### config.mk
export PLATFORM = sky130hd
export DESIGN_NAME = ipbase_dispatch_roundrobin
export DESIGN_NICKNAME = d
export VERILOG_FILES = /design/src/rtl/ipbase_dispatch_roundrobin.sv
export SDC_FILE = /design/constraint.sdc
export NUM_CORES = 1
export LEC_CHECK = 0
export CORE_ASPECT_RATIO = 1.25
export CORE_MARGIN = 1
export CORE_UTILIZATION = 25
export CTS_CLUSTER_SIZE = 16
export DETAILED_ROUTE_END_ITERATION = 7
export DONT_BUFFER_PORTS = 1
export SYNTH_ARGS = -nofsm -noshare
export SYNTH_HDL_FRONTEND = slang
export SYNTH_SLANG_ARGS = --single-unit
export TNS_END_PERCENT = 30
### constraint.sdc
create_clock -name clk -period 3.3 [get_ports clk]
set_input_delay 0.66 -clock clk [delete_from_list [all_inputs] [get_ports clk]]
set_output_delay 0.66 -clock clk [all_outputs]
set_load 0.05 [all_outputs]
### src/rtl/ipbase_dispatch_roundrobin.sv
// Round-robin dispatcher: one input beat per cycle goes to the first free output lane, scanning cyclically from a one-hot pointer.
// Latency 1 cycle to the lane register; s_ready drops only when every lane holds a beat its consumer is not taking.
module ipbase_dispatch_roundrobin #(
    parameter int NUM = 4,
    parameter int DW  = 8,
    parameter int CW  = 32
) (
    input  logic                    clk,
    input  logic                    rst,
    input  logic                    s_valid,
    input  logic [DW-1:0]           s_data,
    output logic                    s_ready,
    output logic [NUM-1:0]          m_valid,
    output logic [NUM*DW-1:0]       m_data,
    input  logic [NUM-1:0]          m_ready,
    output logic [$clog2(NUM)-1:0]  s_lane,
    output logic [CW-1:0]           acc_cnt
);
    localparam int LW = $clog2(NUM);
    localparam logic [LW:0] NUM_L = NUM[LW:0];

    logic [NUM-1:0]    m_valid_q, m_valid_d;
    logic [NUM*DW-1:0] m_data_q,  m_data_d;
    logic [NUM-1:0]    prio_q,    prio_d;
    logic [CW-1:0]     acc_cnt_q, acc_cnt_d;

    logic [NUM-1:0] free;
    logic [LW-1:0]  ptr;
    logic [LW-1:0]  gnt;
    logic [LW:0]    idx;
    logic [LW:0]    nxt;
    logic           found;
    logic           accept;

    // Cyclic first-free search starting at the pointer lane, inclusive.
    always_comb begin
        free  = ~m_valid_q | m_ready;
        ptr   = '0;
        for (int i = 0; i < NUM; i++) begin
            if (prio_q[i]) ptr = i[LW-1:0];
        end
        found = 1'b0;
        gnt   = '0;
        idx   = '0;
        for (int k = 0; k < NUM; k++) begin
            idx = {1'b0, ptr} + k[LW:0];
            if (idx >= NUM_L) idx = idx - NUM_L;
            if (!found && free[idx[LW-1:0]]) begin
                found = 1'b1;
                gnt   = idx[LW-1:0];
            end
        end
        nxt = {1'b0, gnt} + {{LW{1'b0}}, 1'b1};
        if (nxt == NUM_L) nxt = '0;
    end

    assign s_ready = |free;
    assign s_lane  = gnt;
    assign accept  = s_valid & s_ready;

    // Draining lanes clear first; a grant on the same lane overrides, so a draining lane reloads without a bubble.
    always_comb begin
        m_valid_d = m_valid_q & ~m_ready;
        m_data_d  = m_data_q;
        prio_d    = prio_q;
        acc_cnt_d = acc_cnt_q;
        if (accept) begin
            m_valid_d[gnt]           = 1'b1;
            m_data_d[gnt*DW +: DW]   = s_data;
            prio_d                   = '0;
            prio_d[nxt[LW-1:0]]      = 1'b1;
            acc_cnt_d                = acc_cnt_q + {{(CW-1){1'b0}}, 1'b1};
        end
    end

    always_ff @(posedge clk) begin
        if (rst) begin
            m_valid_q <= '0;
            m_data_q  <= '0;
            prio_q    <= {{(NUM-1){1'b0}}, 1'b1};
            acc_cnt_q <= '0;
        end else begin
            m_valid_q <= m_valid_d;
            m_data_q  <= m_data_d;
            prio_q    <= prio_d;
            acc_cnt_q <= acc_cnt_d;
        end
    end

    assign m_valid = m_valid_q;
    assign m_data  = m_data_q;
    assign acc_cnt = acc_cnt_q;
endmodule

# Yosys cells after proc, flatten, opt, wreduce, memory -nomap -nowiden

Index checks and enable logic that the tools add are counted.
Widths: inputs -> output; s select.

Input port bits: 15
Output and inout port bits: 71
Register bits after elaboration: 72

Equality and inequality tests: 1
Bitwise gates (word level): 6
Order comparisons: 12
Shift operators: 2
Reductions and logical operators: 9
Multiplexer cells: 29
Add/sub/neg operators: 10

Operator list:

| kind                    | count |
|---|---|
| $neg 5->34              | 1 |
| $shift 8x34->32 const A | 1 |
| $shiftx 8x34->32        | 1 |
| $add 32x1->32 const B   | 1 |
| $bwmux 32               | 1 |
| $mux 2                  | 11 |
| $lt 2x3->1 const B      | 6 |
| $mux 1                  | 10 |
| $ge 3x3->1 const B      | 3 |
| $bmux 1 s2              | 4 |
| $not 4->4               | 2 |
| $or 4x4->4              | 2 |
| $sub 2x1->2 const B     | 4 |
| $add 2x1->3 const B     | 2 |
| $add 2x2->3 const B     | 2 |
| $logic_and 1x1->1       | 5 |
| $and 4x4->4             | 1 |
| $demux 1 s2             | 2 |
| $ge 2x1->1 const B      | 2 |
| $mux 4                  | 1 |
| $reduce_or 4->1         | 1 |
| $eq 3x3->1 const B      | 1 |
| $ge 2x3->1 const B      | 1 |
| $logic_not 1->1         | 3 |
| $and 1x1->1             | 1 |

# Longest topological paths before layout

Gate-level depths: netlist of the first run.

Word-level depth: 24
Mapped depth: 12
Mapped depth without buffers: 10

# Worst setup path after synthesis of the first run

No wires, ideal clock.

Kind: register -> register
Start: register m_valid_q[0] (netlist: m_valid[0])
End: register m_data_q[24] (netlist: m_data[24])
Arrival time: 2,874 ps
Cell stages (with the launch flop): 12
Setup slack: 366 ps
Path buffers: 2
Setup time: 60 ps
Period minus slack after synthesis: 2,934 ps
Required time: 3,240 ps
Cell sequence: dfxtp_1 nor2b_1 buf_2 nand2_1 o32a_1 and2_1 buf_6 inv_1 ha_1 nand4b_1 a21oi_2 a22o_1

Longest elaborated chain between the ends: 17

Ends and longest elaborated chain:

| what                                                       | RTL line | source |
|---|---|---|
| from (decl)                                                | 22       | `logic [NUM-1:0] m_valid_q, m_valid_d;` |
| from (signal assigned)                                     | 83       | `m_valid_q <= m_valid_d;` |
| $not 4->4 (*)                                              | 37       | `free = ~m_valid_q \| m_ready;` |
| $or 4x4->4 (*)                                             | 37       |  |
| $bmux 1 s2                                                 | 48       | `if (!found && free[idx[LW-1:0]]) begin` |
| $mux 1 (not written as such)                               | 48       |  |
| $mux 1                                                     | 48       |  |
| $logic_not 1->1                                            | 48       |  |
| $logic_and 1x1->1                                          | 48       |  |
| $mux 1                                                     | 48       |  |
| [2 not listed]                                             | -        |  |
| $mux 1                                                     | 48       |  |
| $logic_not 1->1                                            | 48       |  |
| $logic_and 1x1->1                                          | 48       |  |
| $mux 2 (*)                                                 | 48       |  |
| named net s_lane[0]                                        | 16       | `output logic [$clog2(NUM)-1:0] s_lane,` |
| $neg 5->34 (*)                                             | 69       | `m_data_d[gnt*DW +: DW] = s_data;` |
| $shiftx 8x34->32 / $shift 8x34->32 (equally long branches) | 69       |  |
| $bwmux 32 (*)                                              | 69       |  |
| to (signal assigned)                                       | 84       | `m_data_q <= m_data_d;` |
| to (decl)                                                  | 23       | `logic [NUM*DW-1:0] m_data_q, m_data_d;` |

Mark *: on every way through the listed nets, which the timed path passes. The rest lies on a longest branch. The select of a mux whose other input is x is not followed.
A chain may end at the register's enable or synchronous reset.

# Final worst setup path of the first run

Start: register m_valid_q[3] (netlist: m_valid[3])
End: output port s_lane[0]

Longest elaborated chain between the ends: 14

Ends and longest elaborated chain:

| what                         | RTL line |
|---|---|
| $not 4->4 (*)                | 37 |
| $or 4x4->4 (*)               | 37 |
| $bmux 1 s2                   | 48 |
| $mux 1 (not written as such) | 48 |
| $mux 1                       | 48 |
| $logic_not 1->1              | 48 |
| $logic_and 1x1->1            | 48 |
| $mux 1                       | 48 |
| $logic_not 1->1              | 48 |
| $logic_and 1x1->1            | 48 |
| $mux 1                       | 48 |
| $logic_not 1->1              | 48 |
| $logic_and 1x1->1            | 48 |
| $mux 2 (*)                   | 48 |
| to (decl)                    | 16 |

Every way passes the cells marked *; elsewhere a longest branch is shown, timed or not. The select of a mux whose other input is x is not followed.

==> results of run 1 <==
-- power breakdown --
part / internal [mW] / leakage [nW] / switching, mW / total [mW]
logic: 0.369 / 0.678 / 0.695 / 1.06
registers: 0.962 / 0.573 / 0.311 / 1.27
clock network: 0.536 / 0.148 / 0.433 / 0.969
total: 1.87 / 1.40 / 1.44 / 3.31
-- critical path, delay by kind of cell, from the launching register on --
kind	cells	cell delay (ns)
compound gates	2	0.45
flops	1	0.32
buf+inv	2	0.38
simple gates	2	0.60
-- path summary, 6_finish.rpt --
| path | startpoint | endpoint | slack [ns] | cells past startpoint |
|---|---|---|---|---|
| setup / recovery | m_valid[3] | s_lane[0] | 0.56 | 6 |
| hold / removal | rst | m_valid[2] | 0.40 | 1 |
| setup reg to reg | m_valid[0] | m_data[2] | 0.68 | 11 |
| hold reg to reg | prio_q[1] | prio_q[1] | 0.52 | 2 |
-- cells in the final DEF (no fill, tap or decap), types with 3 or more instances in the layout --
cell type / synthesis / final
sky130_fd_sc_hd__a21oi_2: 6 / 6
sky130_fd_sc_hd__a22o_1: 24 / 24
sky130_fd_sc_hd__a21oi_1: 24 / 24
sky130_fd_sc_hd__buf_4: 2 / 22
sky130_fd_sc_hd__and3_1: 8 / 8
sky130_fd_sc_hd__dfxtp_1: 71 / 71
sky130_fd_sc_hd__and4_1: 4 / 4
sky130_fd_sc_hd__nor2b_1: 6 / 6
sky130_fd_sc_hd__nand4_1: 15 / 15
sky130_fd_sc_hd__inv_1: 5 / 5
sky130_fd_sc_hd__xnor2_1: 4 / 4
sky130_fd_sc_hd__or3_1: 9 / 9
sky130_fd_sc_hd__clkbuf_16: 0 / 9
sky130_fd_sc_hd__xor2_1: 11 / 11
sky130_fd_sc_hd__inv_6: 0 / 3
sky130_fd_sc_hd__nand3_1: 9 / 9
sky130_fd_sc_hd__a32o_1: 8 / 8
sky130_fd_sc_hd__nand4_4: 3 / 3
sky130_fd_sc_hd__mux2_1: 3 / 3
sky130_fd_sc_hd__nor2_1: 27 / 27
sky130_fd_sc_hd__o21ai_0: 12 / 12
sky130_fd_sc_hd__and2_1: 3 / 3
sky130_fd_sc_hd__ha_1: 9 / 9
sky130_fd_sc_hd__nand2_1: 17 / 17
-- routing by layer --
layer / up-vias / track usage, % / share of wire (%)
met1: 1211 / 14.7 / 42
met3: 10 / 4.60 / 6.0
met4: 0 / 5.21 / 1.5
met5: - / 0 / 0
li1: 1232 / - / -
met2: 70 / 22.2 / 50
-- area by class of cell --
type | instances | area [um^2]
tap | 164 | 205
inverter | 5 | 18.8
multi-input combinational | 231 | 1620
sequential | 71 | 1420
timing repair buffer | 22 | 165
clock inverter | 7 | 73.8
clock buffer | 9 | 225
fill | 1302 | 8430
-- cells by family after synthesis --
group,count (synthesis)
xor gates and xnor gates,15
DFF,71
and+or+nand+nor,120
adders and majority gates,9
AOI/OAI and AO/OA,83
buffers and inverters,19
muxes,4
-- state kept, by name (all words and copies together) (netlist names) --
register and cells:
acc_cnt 32, m_valid 4, prio_q 3, m_data 32
==> parameters.txt, run 1 <==
Parameter                              Value

Run status
  Status    completed

Clock tree
  Buffer cell driving the clock tree root    sky130_fd_sc_hd__clkbuf_16
  Number of gates given a new drive strength after cts    0
  Source-to-sink clock delay at the later pin of the worst-skew pair    roughly 0.33 ns
  Maximum count of clock buffers along a single path    2
  Number of buffers created by CTS    9
  H-tree levels    3
  Clock tree from TritonCTS    yes
  Sink Count    71
  CTS Hold Bufs    0
  Clock-pin slew on the worst setup and hold paths    0.07 ns
  Buffer count from post-CTS setup fixing    0

Global route
  Number of global-route vias before repair    2521
  Overflow left after global routing    0
  Number of antenna violations at the first check in global routing    0
  Largest net degree at the start of global routing    51
  First-pass GRT wire length    about 13000 um
  Combined global-route utilization of all metal layers    about an eighth

Placed design
  Post-placement cell area    3430 um^2
  Global placer's final weighted congestion    0.818
  Half-perimeter wire length after placement    5850 um
  Dpl ws    0.342 ns
  Number of port buffers    0
  Placed cell count    493

Hold path
  Worst min path class    in -> reg

Detailed routing
  Number of DRC violations after detailed routing    0
  Detailed-route vias per instance    4.96
  Number of antenna-violating nets in the routed design    0
  Total detailed-routing wirelength    roughly 8100 um
  Routed length per instance    about 16 um
  Starting DRC count in detailed routing    77
  Detailed-route via count    2523
  Detailed-router iteration count before antenna repair    4

Timing
  RSZ-0062 raised after global routing    false
  Count of endpoints failing hold in the final timing report    0
  Hold Slack    0.395 ns
  Final number of setup-violating endpoints    0
  Actual transition at the worst max-transition pin    between 0.6 and 0.7 ns
  Final clock period utilization by the worst path    83.0%
  Crit path time final    2.74 ns
  Final Max Tran Viols    0
  Tightest slew margin relative to the limit    54.9%
  Post-Route Skew    0.00726 ns
  Setup TNS    0 ns
  Peak clock frequency supported by timing    ~0.37 GHz
  Worst path setup slack after routing    0.560 ns

Finish
  Fraction of final layout cells with drive strength greater than 1    16.5%
  Total non-filler cell area in the finished layout    3730 um^2
  Number of standard cells in the final layout excluding fillers    slightly above 500
  Number of nets in the layout    364
  P&R area growth vs syn    19.0%
  Share of the core filled with cells    30.7%
  Number of antenna diodes    0

Floorplan
  Initial core utilization    between 20% and 30%
  Die extent in y    127 um
  Die width    102 um
  Core footprint    12200 um^2
  Count of boundary I/O pins    86
  Site row count    45
  Die outline area    13000 um^2

Synth
  Count of flip-flops with a built-in enable after synthesis    0
  Most frequently used cell type in the post-synthesis netlist    sky130_fd_sc_hd__dfxtp_1
  Netlist cell types    47
  Share of the synthesized netlist area taken by xor and xnor gates    4.19%
  Multiplexer share of the synthesized area    1.44%
  Area share of the largest cell type after synthesis    45.4%
  Warnings, synthesis    0
  Simple-gate portion of the synthesized area    23.5%
  Main flop type after synthesis    sky130_fd_sc_hd__dfxtp_1
  Summed instance area of the synthesized netlist    3130 um^2
  Instance count of the mapped netlist    321
  Synth Area in Compound Gates    between 10% and 20%
  Seq/Total Area, Yosys    45.4%
  Post-Syn Nets    345
  Async set-reset flop share out of synthesis    0%
  Yosys top cell by area    sky130_fd_sc_hd__dfxtp_1
  Most instantiated cells after synthesis    sky130_fd_sc_hd__dfxtp_1 (71), sky130_fd_sc_hd__nor2_1 (27), sky130_fd_sc_hd__a21oi_1 (24), sky130_fd_sc_hd__a22o_1 (24), sky130_fd_sc_hd__nand2_1 (17)
  Adder-cell share of the synthesized area    3.59%
  Flop and latch count out of synthesis    71
  Post-synthesis area per instance    9.76 um^2
  Dominant combinational cell family by area after synthesis    simple AND/OR/NAND/NOR gates
  Most area-consuming cells after synthesis    sky130_fd_sc_hd__dfxtp_1 (45%), sky130_fd_sc_hd__a22o_1 (6.7%), sky130_fd_sc_hd__a21oi_1 (3.8%)

Worst setup path
  Crit path cell chain    nor2b_2 > o22a_1 > o32a_1 > and2_1 > inv_1 > buf_4
  Critical path capture point type    output port
  Crit start category    register
  Library cell contributing the largest single delay on the critical path    sky130_fd_sc_hd__nor2b_2
  Biggest cell delay along the critical path    0.33 ns
  Required @ worst endpoint    ~2.6 ns
  Arrival time worst endpoint    2.08 ns
  Max Fanout on Critical Path    6
  Type of the setup path with the least slack    reg -> out

Pwr
  Lkg Pwr    1.40 nW
  VDD IR max    0.000585 V
  Power Total    3.31 mW
  P per Cell Area    slightly below 900 nW/um^2

Job
  Count of maximum capacitance violations    0
(Power assumes the default switching activity.)
==> inputs of run 2 (changes only) <==
==> constraint.sdc (replaced) <==
create_clock -name clk -period 2.75 [get_ports clk]
set_input_delay 0.55 -clock clk [delete_from_list [all_inputs] [get_ports clk]]
set_output_delay 0.55 -clock clk [all_outputs]
set_load 0.05 [all_outputs]
==> parameters.txt, run 2 (synthesis results as in run 1) <==
Parameter                              Value

Detailed routing
  Number of DRC violations after detailed routing    0 (unchanged)
  Routed length per instance    16.1 um (was 16.0 um)
  Starting DRC count in detailed routing    94 (was 77)
  Total detailed-routing wirelength    8480 um (was 8130 um)
  Detailed-router iteration count before antenna repair    4 (unchanged)
  Detailed-route vias per instance    4.93 (was 4.96)
  Detailed-route via count    2604 (was 2523)
  Number of antenna-violating nets in the routed design    0 (unchanged)

Job
  Count of maximum capacitance violations    0 (unchanged)

Floorplan
  Die width    102 um (unchanged)
  Count of boundary I/O pins    86 (unchanged)
  Site row count    45 (unchanged)
  Core footprint    12200 um^2 (unchanged)
  Die outline area    13000 um^2 (unchanged)
  Initial core utilization    25.8% (unchanged)
  Die extent in y    127 um (unchanged)

Finish
  Most common library cell in the layout ignoring fill and taps    sky130_fd_sc_hd__dfxtp_1 (unchanged)
  # fillers    1288 (was 1302)
  Number of antenna diodes    0 (unchanged)
  Number of nets in the layout    383 (was 364)
  Fraction of final layout cells with drive strength greater than 1    21.7% (was 16.5%)
  Total non-filler cell area in the finished layout    3880 um^2 (was 3730 um^2)
  P&R area growth vs syn    23.8% (was 19.0%)
  Commonest non-fill, non-tap cells in the layout    sky130_fd_sc_hd__dfxtp_1 (68), sky130_fd_sc_hd__buf_4 (41), sky130_fd_sc_hd__nor2_1 (27) (was sky130_fd_sc_hd__dfxtp_1 (71), sky130_fd_sc_hd__nor2_1 (27), sky130_fd_sc_hd__a21oi_1 (24), sky130_fd_sc_hd__a22o_1 (24), sky130_fd_sc_hd__buf_4 (22))

Clock tree
  CTS Hold Bufs    0 (unchanged)
  Maximum count of clock buffers along a single path    2 (unchanged)
  H-tree levels    3 (unchanged)
  Sink Count    71 (unchanged)
  Source-to-sink clock delay at the later pin of the worst-skew pair    0.33 ns (about the same)
  Buffer cell driving the clock tree root    sky130_fd_sc_hd__clkbuf_16 (unchanged)
  Number of buffers created by CTS    9 (unchanged)
  Buffer count from post-CTS setup fixing    0 (unchanged)
  Clock-pin slew on the worst setup and hold paths    0.06 ns (was 0.07 ns)
  Clock tree from TritonCTS    yes (unchanged)
  Number of gates given a new drive strength after cts    0 (unchanged)

Global route
  Layer with the highest usage after global routing    met2 (unchanged)
  Met3 Track Usage GR    4.92% (was 4.60%)
  Combined global-route utilization of all metal layers    13.3% (was 13.1%)
  Met2 Track Usage GR    23.1% (was 22.2%)
  Largest net degree at the start of global routing    51 (unchanged)
  Overflow left after global routing    0 (unchanged)
  First-pass GRT wire length    13000 um (about the same)
  Number of antenna violations at the first check in global routing    0 (unchanged)
  Number of global-route vias before repair    2547 (was 2521)
  Routing usage on met1    14.0% (was 14.7%)

Worst setup path
  Crit start category    register (unchanged)
  Required @ worst endpoint    2.20 ns (was 2.64 ns)
  Max Fanout on Critical Path    12 (was 6)
  Critical path capture point type    output port (unchanged)
  Arrival time worst endpoint    2.03 ns (was 2.08 ns)
  Type of the setup path with the least slack    reg -> out (unchanged)

Timing
  Actual transition at the worst max-transition pin    0.711 ns (was 0.675 ns)
  RSZ-0062 raised after global routing    false (unchanged)
  Tightest slew margin relative to the limit    52.6% (was 54.9%)
  Peak clock frequency supported by timing    0.388 GHz
  Final clock period utilization by the worst path    93.8%
  Final number of setup-violating endpoints    0 (unchanged)
  Final Max Tran Viols    0 (unchanged)
  Crit path time final    about 2.6 ns
  Count of endpoints failing hold in the final timing report    0 (unchanged)
  Post-Route Skew    0.00761 ns (was 0.00726 ns)
  Setup TNS    0 ns (unchanged)

Placed design
  Number of port buffers    0 (unchanged)
  Post-placement cell area    3580 um^2 (was 3430 um^2)
  Global placer's final weighted congestion    0.815 (was 0.818)
  Half-perimeter wire length after placement    6140 um (was 5850 um)

Pwr
  Combinational share of power    33.8% (was 32.2%)
  Part of the total power dissipated in sequential elements    37.7% (was 38.5%)
  VDD IR max    0.000476 V (was 0.000585 V)
  Net switching power figure    1.71 mW (was 1.44 mW)
  Lkg Pwr    1.48 nW (was 1.40 nW)
  Sw frac    41.7% (was 43.5%)
  Clock network fraction of total power    28.5% (was 29.3%)
  P per Cell Area    1060 nW/um^2 (was 887 nW/um^2)
  Internal cell power    2.38 mW (was 1.87 mW)

Hold path
  Worst min path class    in -> reg (unchanged)

Run status
  Status    completed (unchanged)
[run 2: changes by cell type in the layout (fill, tap and decap cells not counted), sizes merged]
cell      previous run  this run
buf                 22        41
bufinv               0         1
clkbuf               9        10
clkinv               2         3
clkinvlp             0         2
inv                 10         5
[run 2: worst paths after layout]
kind                                  from          to  slack [ns]  depth (start not counted)
worst min register to register   prio_q[1]   prio_q[1]        0.52                          2
worst max-delay path             prio_q[1]   s_lane[0]        0.17                          7
worst min-delay path                   rst  m_valid[2]        0.29                          1
worst max register to register  m_valid[0]  m_data[24]        0.29                         10
[run 2: worst max-delay path, cell delays in order, from the launching register on]
cell and delay, ns:
sky130_fd_sc_hd__dfxtp_1 0.35, sky130_fd_sc_hd__or2_2 0.30, sky130_fd_sc_hd__a21oi_1 0.15, sky130_fd_sc_hd__o32a_1 0.18
sky130_fd_sc_hd__and2_1 0.16, sky130_fd_sc_hd__buf_4 0.22, sky130_fd_sc_hd__clkinvlp_4 0.13, sky130_fd_sc_hd__buf_4 0.21
[run 2: routing by layer]
layer | share of wire (%) | routed length (um) | up-vias
li1 | - | - | 1263
met2 | 50 | 4270 | 91
met1 | 39 | 3340 | 1238
met5 | 0 | 0 | -
met4 | 1.4 | 117 | 0
met3 | 8.9 | 752 | 12
[run 2: final cells by class]
type / count / area (um^2) / area share, %
tap: 164 / 205 / 5.29
sequential: 71 / 1430 / 36.8
multi-input combinational: 231 / 1620 / 41.8
clock buffer: 10 / 229 / 5.91
inverter: 5 / 22.5 / 0.581
timing repair buffer: 41 / 308 / 7.94
clock inverter: 6 / 68.8 / 1.77
[run 2: through the flow]
| stage | worst slack [ns] | hold slack (ns) | power, mW | utilization (%) | instances |
|---|---|---|---|---|---|
| 2_1_floorplan | 0.0248 | 0.467 | 2.53 | - | 321 |
| 3_3_place_gp | 0.175 | 0.492 | 2.92 | 29.4 | 512 |
| 3_5_place_dp | 0.0953 | 0.508 | 2.96 | 29.4 | 512 |
| 4_1_cts | 0.150 | 0.280 | 4.14 | 31.9 | 528 |
| 5_1_grt | 0.0412 | 0.271 | 4.30 | 31.9 | 528 |
| 6_report | 0.172 | 0.291 | 4.09 | 31.9 | 528 |
[run 2: power by group through the flow]
stage	clock, mW	combinational (mW)	sequential (mW)
after floorplan	0	0.910	1.62
after global placement	0	1.36	1.56
after detailed placement	0	1.39	1.56
after CTS	1.20	1.40	1.54
after global routing	1.24	1.50	1.56
final	1.17	1.38	1.54
==> inputs of run 3 (changes only) <==
==> constraint.sdc (replaced) <==
create_clock -name clk -period 2.1 [get_ports clk]
set_input_delay 0.42 -clock clk [delete_from_list [all_inputs] [get_ports clk]]
set_output_delay 0.42 -clock clk [all_outputs]
set_load 0.05 [all_outputs]
==> parameters.txt, run 3 (synthesis results as in run 1) <==
Parameter                              Value

Run status
  Status    finished with violations (was completed)
  Violated checks    negative setup slack

Timing
  Post-Route Skew    0.00505 ns (was 0.00761 ns)
  Setup TNS    -2.19 ns (was 0 ns)
  Hold Slack    0.160 ns (was 0.291 ns)
  Worst path setup slack after routing    -0.200 ns (was 0.172 ns)
  Peak clock frequency supported by timing    about 0.43 GHz
  Final number of setup-violating endpoints    24 (was 0)
  Tightest slew margin relative to the limit    60.1% (was 52.6%)
  Final Max Tran Viols    0 (unchanged)
  RSZ-0062 raised after global routing    true (was false)
  Crit path time final    2.30 ns
  Actual transition at the worst max-transition pin    0.597 ns (was 0.711 ns)
  Final clock period utilization by the worst path    110%
  Count of endpoints failing hold in the final timing report    0 (unchanged)

Detailed routing
  Number of DRC violations after detailed routing    0 (unchanged)
  Detailed-route vias per instance    4.93 (about the same)
  Starting DRC count in detailed routing    79 (was 94)
  Routed length per instance    15.9 um (was 16.1 um)
  Detailed-router iteration count before antenna repair    4 (unchanged)
  Detailed-route via count    2783 (was 2604)
  Total detailed-routing wirelength    8970 um (was 8480 um)
  Number of antenna-violating nets in the routed design    0 (unchanged)

Global route
  Combined global-route utilization of all metal layers    14.4% (was 13.3%)
  First-pass GRT wire length    14300 um (was 13000 um)
  Overflow left after global routing    0 (unchanged)
  Number of antenna violations at the first check in global routing    0 (unchanged)
  Largest net degree at the start of global routing    51 (unchanged)
  Number of global-route vias before repair    2901 (was 2547)

Placed design
  Half-perimeter wire length after placement    6520 um (was 6140 um)
  Dpl ws    -0.356 ns (was 0.0953 ns)
  Number of port buffers    0 (unchanged)
  Global placer's final weighted congestion    0.775 (was 0.815)

Floorplan
  Die outline area    13000 um^2 (unchanged)
  Count of boundary I/O pins    86 (unchanged)
  Initial core utilization    25.8% (unchanged)
  Site row count    45 (unchanged)
  Die width    102 um (unchanged)
  Die extent in y    127 um (unchanged)
  Core footprint    12200 um^2 (unchanged)

Finish
  Commonest non-fill, non-tap cells in the layout    sky130_fd_sc_hd__buf_4 (71), sky130_fd_sc_hd__dfxtp_1 (67), sky130_fd_sc_hd__nor2_1 (25) (was sky130_fd_sc_hd__dfxtp_1 (68), sky130_fd_sc_hd__buf_4 (41), sky130_fd_sc_hd__nor2_1 (27))
  Most common library cell in the layout ignoring fill and taps    sky130_fd_sc_hd__buf_4 (was sky130_fd_sc_hd__dfxtp_1)
  P&R area growth vs syn    37.5% (was 23.8%)
  Number of antenna diodes    0 (unchanged)
  Fraction of final layout cells with drive strength greater than 1    34.2% (was 21.7%)
  Number of nets in the layout    420 (was 383)

Clock tree
  Sink Count    71 (unchanged)
  Clock tree from TritonCTS    yes (unchanged)
  Maximum count of clock buffers along a single path    2 (unchanged)
  Buffer cell driving the clock tree root    sky130_fd_sc_hd__clkbuf_16 (unchanged)
  H-tree levels    3 (unchanged)
  CTS Hold Bufs    0 (unchanged)
  Source-to-sink clock delay at the later pin of the worst-skew pair    0.33 ns (about the same)
  Clock-pin slew on the worst setup and hold paths    0.06 ns (about the same)
  Number of buffers created by CTS    9 (unchanged)

Worst setup path
  Arrival time worst endpoint    1.88 ns (was 2.03 ns)
  Crit start category    register (unchanged)
  Library cell contributing the largest single delay on the critical path    sky130_fd_sc_hd__dfxtp_4 (was sky130_fd_sc_hd__dfxtp_1)
  Crit path cell chain    nor2b_4 > buf_6 > nand2_2 > o32a_1 > and2_4 > buf_6 > clkinvlp_4 > buf_12 (was or2_2 > a21oi_1 > o32a_1 > and2_1 > buf_4 > clkinvlp_4 > buf_4)
  Most common cell on crit path    sky130_fd_sc_hd__buf_6 (was sky130_fd_sc_hd__buf_4)
  Critical path capture point type    output port (unchanged)
  Max Fanout on Critical Path    3 (was 12)
  Biggest cell delay along the critical path    0.34 ns (was 0.35 ns)
  Type of the setup path with the least slack    reg -> out (unchanged)
  Required @ worst endpoint    1.68 ns (was 2.20 ns)

Pwr
  P per Cell Area    1450 nW/um^2 (was 1060 nW/um^2)
  Lkg Pwr    1.69 nW (was 1.48 nW)
  VDD IR max    0.000726 V (was 0.000476 V)

Hold path
  Worst min path class    in -> reg (unchanged)

Job
  Count of maximum capacitance violations    0 (unchanged)
==> run 3: layer usage <==
layer	global-route usage, %	wire length, um
met3	5.53	630
met1	14.8	3480
met5	0	0
met4	4.87	133
met2	26.1	4730
==> run 3: repair_timing <==
action	CTS	global route
endpoints found under the setup margin	38	37
setup buffers	3	0
gates resized for setup	19	11
pin swaps	13	14
==> run 3: critical path: cells and delay by family, from the launching register on <==
family | cells | cell delay, ns
AO/OA/AOI/OAI | 1 | 0.34
flip-flops | 1 | 0.34
AND/OR/NAND/NOR | 3 | 0.38
buffers and inverters | 4 | 0.48
==> run 3: final cells by class <==
type / instances / area (um^2)
Tap cell: 164 / 205
Multi-Input combinational cell: 231 / 1750
Sequential cell: 71 / 1440
Inverter: 5 / 22.5
Fill cell: 1265 / 7850
Timing Repair Buffer: 78 / 621
Clock buffer: 10 / 229
Clock inverter: 6 / 46.3
==> run 3: final timing paths <==
check                  start          to  slack, ns  depth (start not counted)
setup / recovery  m_valid[0]   s_lane[0]      -0.20                          8
hold reg to reg   m_valid[2]  m_valid[2]       0.52                          2
setup reg to reg  m_valid[0]  m_data[12]      -0.14                         13
hold / removal           rst  m_valid[1]       0.16                          1
==> run 3: metrics by stage <==
step                instances  util [%]  cell area [um^2]  power (mW)
global placement          546      32.1              3910        4.41
CTS                       565      35.0              4260        6.16
finish                    565      35.4              4310        6.25
floorplan                 321         -              3220        3.54
global route              565      35.4              4310        6.59
detailed placement        546      32.1              3910        4.45
==> run 3: where the power goes <==
part	switching (mW)	leakage (nW)	total, mW	internal (mW)
clock	0.610	0.129	1.42	0.805
sequential	0.487	0.576	2.02	1.53
combinational	1.46	0.982	2.81	1.36
total	2.56	1.69	6.25	3.69
